--- config.mk ---
export PLATFORM = sky130hd
export DESIGN_NAME = fixed_point_divider_flat
export DESIGN_NICKNAME = d
export VERILOG_FILES = /design/src/rtl/fixed_point_divider_if.sv /design/src/rtl/fixed_point_divider.sv /design/src/flat_wrapper.sv
export SDC_FILE = /design/constraint.sdc
export NUM_CORES = 1
export LEC_CHECK = 0
export CAP_MARGIN = 10
export CORE_MARGIN = 5
export CORE_UTILIZATION = 40
export DETAILED_ROUTE_END_ITERATION = 12
export PLACE_DENSITY_LB_ADDON = 0.15
export SLEW_MARGIN = 20
export SYNTH_ARGS = -nofsm -noshare
export SYNTH_HDL_FRONTEND = slang
export SYNTH_SLANG_ARGS = --single-unit
--- constraint.sdc ---
create_clock -name clk -period 3.1 [get_ports clk]
set_input_delay 0.465 -clock clk [delete_from_list [all_inputs] [get_ports clk]]
set_output_delay 0.465 -clock clk [all_outputs]
set_load 0.01 [all_outputs]
--- src/rtl/fixed_point_divider_if.sv ---
// Operand/result handshake bundle for the signed fixed-point divider.
interface fixed_point_divider_if #(
  parameter int W = 24
) ();
  logic         in_valid;
  logic         in_ready;
  logic         mode;
  logic [W-1:0] num;
  logic [W-1:0] den;
  logic         out_valid;
  logic         out_ready;
  logic [W-1:0] quot;
  logic         sat;
  logic         dbz;
  logic         busy;

  modport master (
    output in_valid, mode, num, den, out_ready,
    input  in_ready, out_valid, quot, sat, dbz, busy
  );

  modport slave (
    input  in_valid, mode, num, den, out_ready,
    output in_ready, out_valid, quot, sat, dbz, busy
  );
endinterface

--- src/rtl/fixed_point_divider.sv ---
// Signed fixed-point divide / reciprocal, radix-2 restoring,
// one quotient bit per cycle, fixed latency.
module fixed_point_divider #(
  parameter int W    = 24,
  parameter int FRAC = 14
) (
  input  logic                   clk,
  input  logic                   rst_n,
  fixed_point_divider_if.slave   io
);
  localparam int QW = W + FRAC;
  localparam int CW = $clog2(QW);

  localparam logic [W-1:0] ONE =
    {{(W-1-FRAC){1'b0}}, 1'b1, {FRAC{1'b0}}};
  localparam logic [W-1:0] MAXV = {1'b0, {(W-1){1'b1}}};
  localparam logic [W-1:0] MINV = {1'b1, {(W-1){1'b0}}};
  localparam logic [QW-1:0] LIM_P =
    {{(FRAC+1){1'b0}}, {(W-1){1'b1}}};
  localparam logic [QW-1:0] LIM_N =
    {{FRAC{1'b0}}, 1'b1, {(W-1){1'b0}}};

  typedef enum logic [2:0] {
    IDLE, PREP, ITER, POST, DONE
  } state_e;

  state_e        state_q, state_d;
  logic          mode_q, mode_d;
  logic [W-1:0]  num_q, num_d;
  logic [W-1:0]  den_q, den_d;
  logic          sgn_q, sgn_d;
  logic          nneg_q, nneg_d;
  logic          dz_q, dz_d;
  logic [W-1:0]  dmag_q, dmag_d;
  logic [W-1:0]  rem_q, rem_d;
  logic [QW-1:0] acc_q, acc_d;
  logic [CW-1:0] cnt_q, cnt_d;
  logic [W-1:0]  quot_q, quot_d;
  logic          sat_q, sat_d;
  logic          dbz_q, dbz_d;
  logic          ov_q, ov_d;
  logic          ir_q, ir_d;
  logic          busy_q, busy_d;

  logic [W-1:0]  n_eff;
  logic [W-1:0]  n_mag;
  logic [W-1:0]  d_mag;
  logic [W:0]    rsh;
  logic [W-1:0]  trial;
  logic          ge;
  logic [W-1:0]  qlo;
  logic [W-1:0]  qneg;

  assign n_eff = mode_q ? num_q : ONE;
  assign n_mag = n_eff[W-1] ? (~n_eff + W'(1)) : n_eff;
  assign d_mag = den_q[W-1] ? (~den_q + W'(1)) : den_q;

  // Remainder is always below |den| <= 2^(W-1), so the low W bits
  // of the difference are exact whenever the subtract is kept.
  assign rsh   = {rem_q, acc_q[QW-1]};
  assign ge    = rsh >= {1'b0, dmag_q};
  assign trial = rsh[W-1:0] - dmag_q;

  assign qlo  = acc_q[W-1:0];
  assign qneg = ~qlo + W'(1);

  always_comb begin
    state_d = state_q;
    mode_d  = mode_q;
    num_d   = num_q;
    den_d   = den_q;
    sgn_d   = sgn_q;
    nneg_d  = nneg_q;
    dz_d    = dz_q;
    dmag_d  = dmag_q;
    rem_d   = rem_q;
    acc_d   = acc_q;
    cnt_d   = cnt_q;
    quot_d  = quot_q;
    sat_d   = sat_q;
    dbz_d   = dbz_q;
    unique case (state_q)
      IDLE: begin
        if (io.in_valid) begin
          mode_d  = io.mode;
          num_d   = io.num;
          den_d   = io.den;
          state_d = PREP;
        end
      end
      PREP: begin
        sgn_d   = n_eff[W-1] ^ den_q[W-1];
        nneg_d  = n_eff[W-1];
        dz_d    = (den_q == '0);
        dmag_d  = d_mag;
        rem_d   = '0;
        acc_d   = {n_mag, {FRAC{1'b0}}};
        cnt_d   = CW'(QW - 1);
        state_d = ITER;
      end
      ITER: begin
        rem_d = ge ? trial : rsh[W-1:0];
        acc_d = {acc_q[QW-2:0], ge};
        if (cnt_q == '0) begin
          state_d = POST;
        end else begin
          cnt_d = cnt_q - CW'(1);
        end
      end
      POST: begin
        dbz_d = 1'b0;
        sat_d = 1'b0;
        if (dz_q) begin
          dbz_d  = 1'b1;
          quot_d = nneg_q ? MINV : MAXV;
        end else if (!sgn_q && acc_q > LIM_P) begin
          sat_d  = 1'b1;
          quot_d = MAXV;
        end else if (sgn_q && acc_q > LIM_N) begin
          sat_d  = 1'b1;
          quot_d = MINV;
        end else begin
          quot_d = sgn_q ? qneg : qlo;
        end
        state_d = DONE;
      end
      DONE: begin
        if (io.out_ready) state_d = IDLE;
      end
      default: state_d = IDLE;
    endcase
    ov_d   = (state_d == DONE);
    ir_d   = (state_d == IDLE);
    busy_d = (state_d != IDLE);
  end

  always_ff @(posedge clk) begin
    if (!rst_n) begin
      state_q <= IDLE;
      mode_q  <= 1'b0;
      num_q   <= '0;
      den_q   <= '0;
      sgn_q   <= 1'b0;
      nneg_q  <= 1'b0;
      dz_q    <= 1'b0;
      dmag_q  <= '0;
      rem_q   <= '0;
      acc_q   <= '0;
      cnt_q   <= '0;
      quot_q  <= '0;
      sat_q   <= 1'b0;
      dbz_q   <= 1'b0;
      ov_q    <= 1'b0;
      ir_q    <= 1'b1;
      busy_q  <= 1'b0;
    end else begin
      state_q <= state_d;
      mode_q  <= mode_d;
      num_q   <= num_d;
      den_q   <= den_d;
      sgn_q   <= sgn_d;
      nneg_q  <= nneg_d;
      dz_q    <= dz_d;
      dmag_q  <= dmag_d;
      rem_q   <= rem_d;
      acc_q   <= acc_d;
      cnt_q   <= cnt_d;
      quot_q  <= quot_d;
      sat_q   <= sat_d;
      dbz_q   <= dbz_d;
      ov_q    <= ov_d;
      ir_q    <= ir_d;
      busy_q  <= busy_d;
    end
  end

  assign io.in_ready  = ir_q;
  assign io.out_valid = ov_q;
  assign io.quot      = quot_q;
  assign io.sat       = sat_q;
  assign io.dbz       = dbz_q;
  assign io.busy      = busy_q;
endmodule
--- src/flat_wrapper.sv ---
// flat-port wrapper written by rule: the top's interface ports become plain ports
module fixed_point_divider_flat 
#(
  parameter int W    = 24,
  parameter int FRAC = 14
)
  (clk, rst_n, io_in_valid, io_mode, io_num, io_den, io_out_ready, io_in_ready, io_out_valid, io_quot, io_sat, io_dbz, io_busy);
  fixed_point_divider_if #(.W(W)) io_i ();
  input  logic clk;
  input  logic rst_n;
  input wire logic [$bits(io_i.in_valid)-1:0] io_in_valid;
  input wire logic [$bits(io_i.mode)-1:0] io_mode;
  input wire logic [$bits(io_i.num)-1:0] io_num;
  input wire logic [$bits(io_i.den)-1:0] io_den;
  input wire logic [$bits(io_i.out_ready)-1:0] io_out_ready;
  output wire logic [$bits(io_i.in_ready)-1:0] io_in_ready;
  output wire logic [$bits(io_i.out_valid)-1:0] io_out_valid;
  output wire logic [$bits(io_i.quot)-1:0] io_quot;
  output wire logic [$bits(io_i.sat)-1:0] io_sat;
  output wire logic [$bits(io_i.dbz)-1:0] io_dbz;
  output wire logic [$bits(io_i.busy)-1:0] io_busy;
  assign io_i.in_valid = io_in_valid;
  assign io_i.mode = io_mode;
  assign io_i.num = io_num;
  assign io_i.den = io_den;
  assign io_i.out_ready = io_out_ready;
  assign io_in_ready = io_i.in_ready;
  assign io_out_valid = io_i.out_valid;
  assign io_quot = io_i.quot;
  assign io_sat = io_i.sat;
  assign io_dbz = io_i.dbz;
  assign io_busy = io_i.busy;
  fixed_point_divider #(.W(W), .FRAC(FRAC)) u_core (.clk(clk), .rst_n(rst_n), .io(io_i));
endmodule
==> impl_metrics.env <==
export IMPL_status="completed"
export IMPL_die_h_um=162
export IMPL_rsz0062_at_grt="no"
export IMPL_peakVddDrop_uv=383
export IMPL_grt_pass1_wl_um=38500
export IMPL_synth_area_leaders="dfxtp_1 38%, nand2_1 7.3%, a21oi_1 6.1%"
export IMPL_io_pins=82
export IMPL_gr_total_overflow=0
export IMPL_finalSetupViolations=0
export IMPL_setup_tns_ps=0
export IMPL_ys_ff_latch=176
export IMPL_synth_area_per_cell_um2=8.08
export IMPL_syn_num_nets=1223
export IMPL_grt_max_degree=76
export IMPL_cts_root_buf="clkbuf_16"
export IMPL_yosysWarningCount=0
export IMPL_antenna_found_initial=0
export IMPL_cp_end_kind="flip-flop"
export IMPL_hold_buffers=0
export IMPL_synth_edf_count=0
export IMPL_die_w_um=162
export IMPL_grt_pass1_vias=7554
export IMPL_grt_total_usage=0.176
export IMPL_layout_nets=1282
export IMPL_finalHoldViolCount=0
export IMPL_drive_gt1_frac=0.0602
export IMPL_synth_main_ff_cell="dfxtp_1"
export IMPL_fin_crit_sh=0.880
export IMPL_drt_initial_drc_count=621
export IMPL_yosysTopAreaCell="dfxtp_1"
export IMPL_cts_tree="built"
export IMPL_fin_skew_ps=8.91
export IMPL_cts_resized=0
export IMPL_wl_per_cell_um=15.3
export IMPL_viasPerCell=5.37
export IMPL_clkSinkCount=176
export IMPL_clkTransAtPathRegs_ps=60
export IMPL_cp_data_required_time_ps=3410
export IMPL_max_freq_ghz=0.367
export IMPL_synthesis_area_um2=9210
export IMPL_timing_slew_headroom=0.280
export IMPL_cts_setup_buffers=0
export IMPL_synth_cells=1141
export IMPL_startpoint_type="flip-flop"
export IMPL_place_congestion=0.835
export IMPL_cts_max_level=4
export IMPL_vias=8047
export IMPL_drcViolationCount=0
export IMPL_critPathMaxFanout=5
export IMPL_clkLatencyLatePin_ps=430
export IMPL_p_leak_nw=4.01
export IMPL_final_cell_mix="179 x nand2_1, 176 x dfxtp_1, 113 x a21oi_1"
export IMPL_n_antenna_cell=0
export IMPL_wirelength_um=22900
export IMPL_ys_types=71
export IMPL_antenna_left=0
export IMPL_synth_top_area_share=0.382
export IMPL_clockBufferDepth=2
export IMPL_port_buffers=81
export IMPL_drv_cap=0
export IMPL_hold_class="reg -> reg"
export IMPL_p_per_area_nw_per_um2=653
export IMPL_arrival_ps=3040
export IMPL_drv_slew=0
export IMPL_worst_pin_slew_ps=1070
export IMPL_finalPower_mw=7.10
export IMPL_layout_commonest_cell="nand2_1"
export IMPL_coreArea_um2=22600
export IMPL_hpwl_um=16200
export IMPL_firstDrtPassIters=5
export IMPL_syn_to_final_growth_pct=18.0
export IMPL_rows=55
export IMPL_min_period_ps=2730
export IMPL_ys_seq_area_frac=0.382
export IMPL_cts_buffers=17
export IMPL_path_class="reg -> reg"
export IMPL_fp_dieArea_um2=26200
export IMPL_async_reset_ff_frac=0
export IMPL_start_util=0.407
[cells in the mapped netlist (all sizes together), types with 2 or more instances]
cell type,count
a2111oi,4
a211oi,25
a21boi,2
a21o,9
a21oi,114
a221oi,2
a222oi,16
a22o,3
a22oi,24
a311oi,2
and2,6
buf,9
clkbuf,55
dfxtp,176
ha,28
inv,39
mux2i,25
nand2,180
nand2b,14
nand3,11
nand4,5
nor2,99
nor2b,9
nor3,21
nor3b,3
nor4,9
o211ai,2
o21a,3
o21ai,85
o21bai,3
o22ai,8
o2bb2a,4
o31ai,16
o41ai,9
or2,4
or3,5
or4,9
or4b,3
xnor2,42
xor2,45
[flip-flops by register name, summed over array words and instances (netlist names)]
register	count
u_core.io.in_ready	1
u_core.mode_q	1
u_core.io.sat	1
u_core.acc_q	38
u_core.den_q	24
u_core.io.busy	1
u_core.io.quot	24
u_core.sgn_q	1
u_core.cnt_q	6
u_core.num_q	24
u_core.dz_q	1
u_core.io.dbz	1
u_core.state_q	3
u_core.io.out_valid	1
u_core.nneg_q	1
u_core.rem_q	24
u_core.dmag_q	24
[metrics by stage]
stage | utilization | hold slack [ps] | instance area, µm² | instances | worst slack (ps)
floorplan | - | 440 | 9210 | 1141 | 583
CTS | 0.480 | 448 | 10900 | 1498 | 377
detailed placement | 0.456 | 435 | 10300 | 1466 | 393
finish | 0.480 | 451 | 10900 | 1498 | 372
global route | 0.480 | 482 | 10900 | 1498 | 87.8
global placement | 0.456 | 428 | 10300 | 1466 | 398
[worst max-delay path, cell delays in order, from the launching register on]
cell,delay (ps)
dfxtp_1,330
inv_1,50
ha_1,320
a211oi_1,250
nor2_1,110
o41ai_2,360
or4b_1,540
a31o_1,240
a21oi_1,180
xor2_1,170
o21ai_1,80
[kinds of logic (layout without fill, tap and decap cells)]
| logic type | Yosys count | in the layout | synth area share |
|---|---|---|---|
| AND/OR/NAND/NOR | 383 | 383 | 0.187 |
| AO/OA/AOI/OAI | 338 | 338 | 0.237 |
| flip-flops | 176 | 176 | 0.382 |
| buffers and inverters | 103 | 175 | 0.0433 |
| XOR/XNOR | 87 | 87 | 0.0827 |
| adder cells (fa/ha/maj) | 29 | 29 | 0.0402 |
| multiplexers | 25 | 25 | 0.0272 |
[final timing paths]
path / depth (start not counted) / slack [ps] / to / from
max reg2reg: 10 / 370 / u_core.rem_q[21] / u_core.dmag_q[12]
max: 10 / 370 / u_core.rem_q[21] / u_core.dmag_q[12]
min reg2reg: 2 / 450 / u_core.io.quot[22] / u_core.io.quot[22]
min: 2 / 450 / u_core.io.quot[22] / u_core.io.quot[22]
[power breakdown]
| group | switching (mW) | total [mW] | internal (mW) |
|---|---|---|---|
| Clock | 0.919 | 2.04 | 1.12 |
| Combinational | 1.38 | 2.47 | 1.09 |
| Sequential | 0.168 | 2.59 | 2.43 |
[metal layers]
metal,GRT usage,up-vias,wire length (µm)
met5,0,-,0
met4,0.0419,0,234
met3,0.0287,18,644
met2,0.264,122,9980
met1,0.263,3753,12000
li1,-,4154,-
[final cells by class]
type                       instances  area, µm²
inverter                          39        149
sequential                       176       3520
clock inverter                    10        106
timing repair buffer             104        983
clock buffer                      22        444
multi-input combinational        862       5310
tap                              285        357
fill                            2241      11800
No activity file was read; power rests on OpenSTA's default activity.
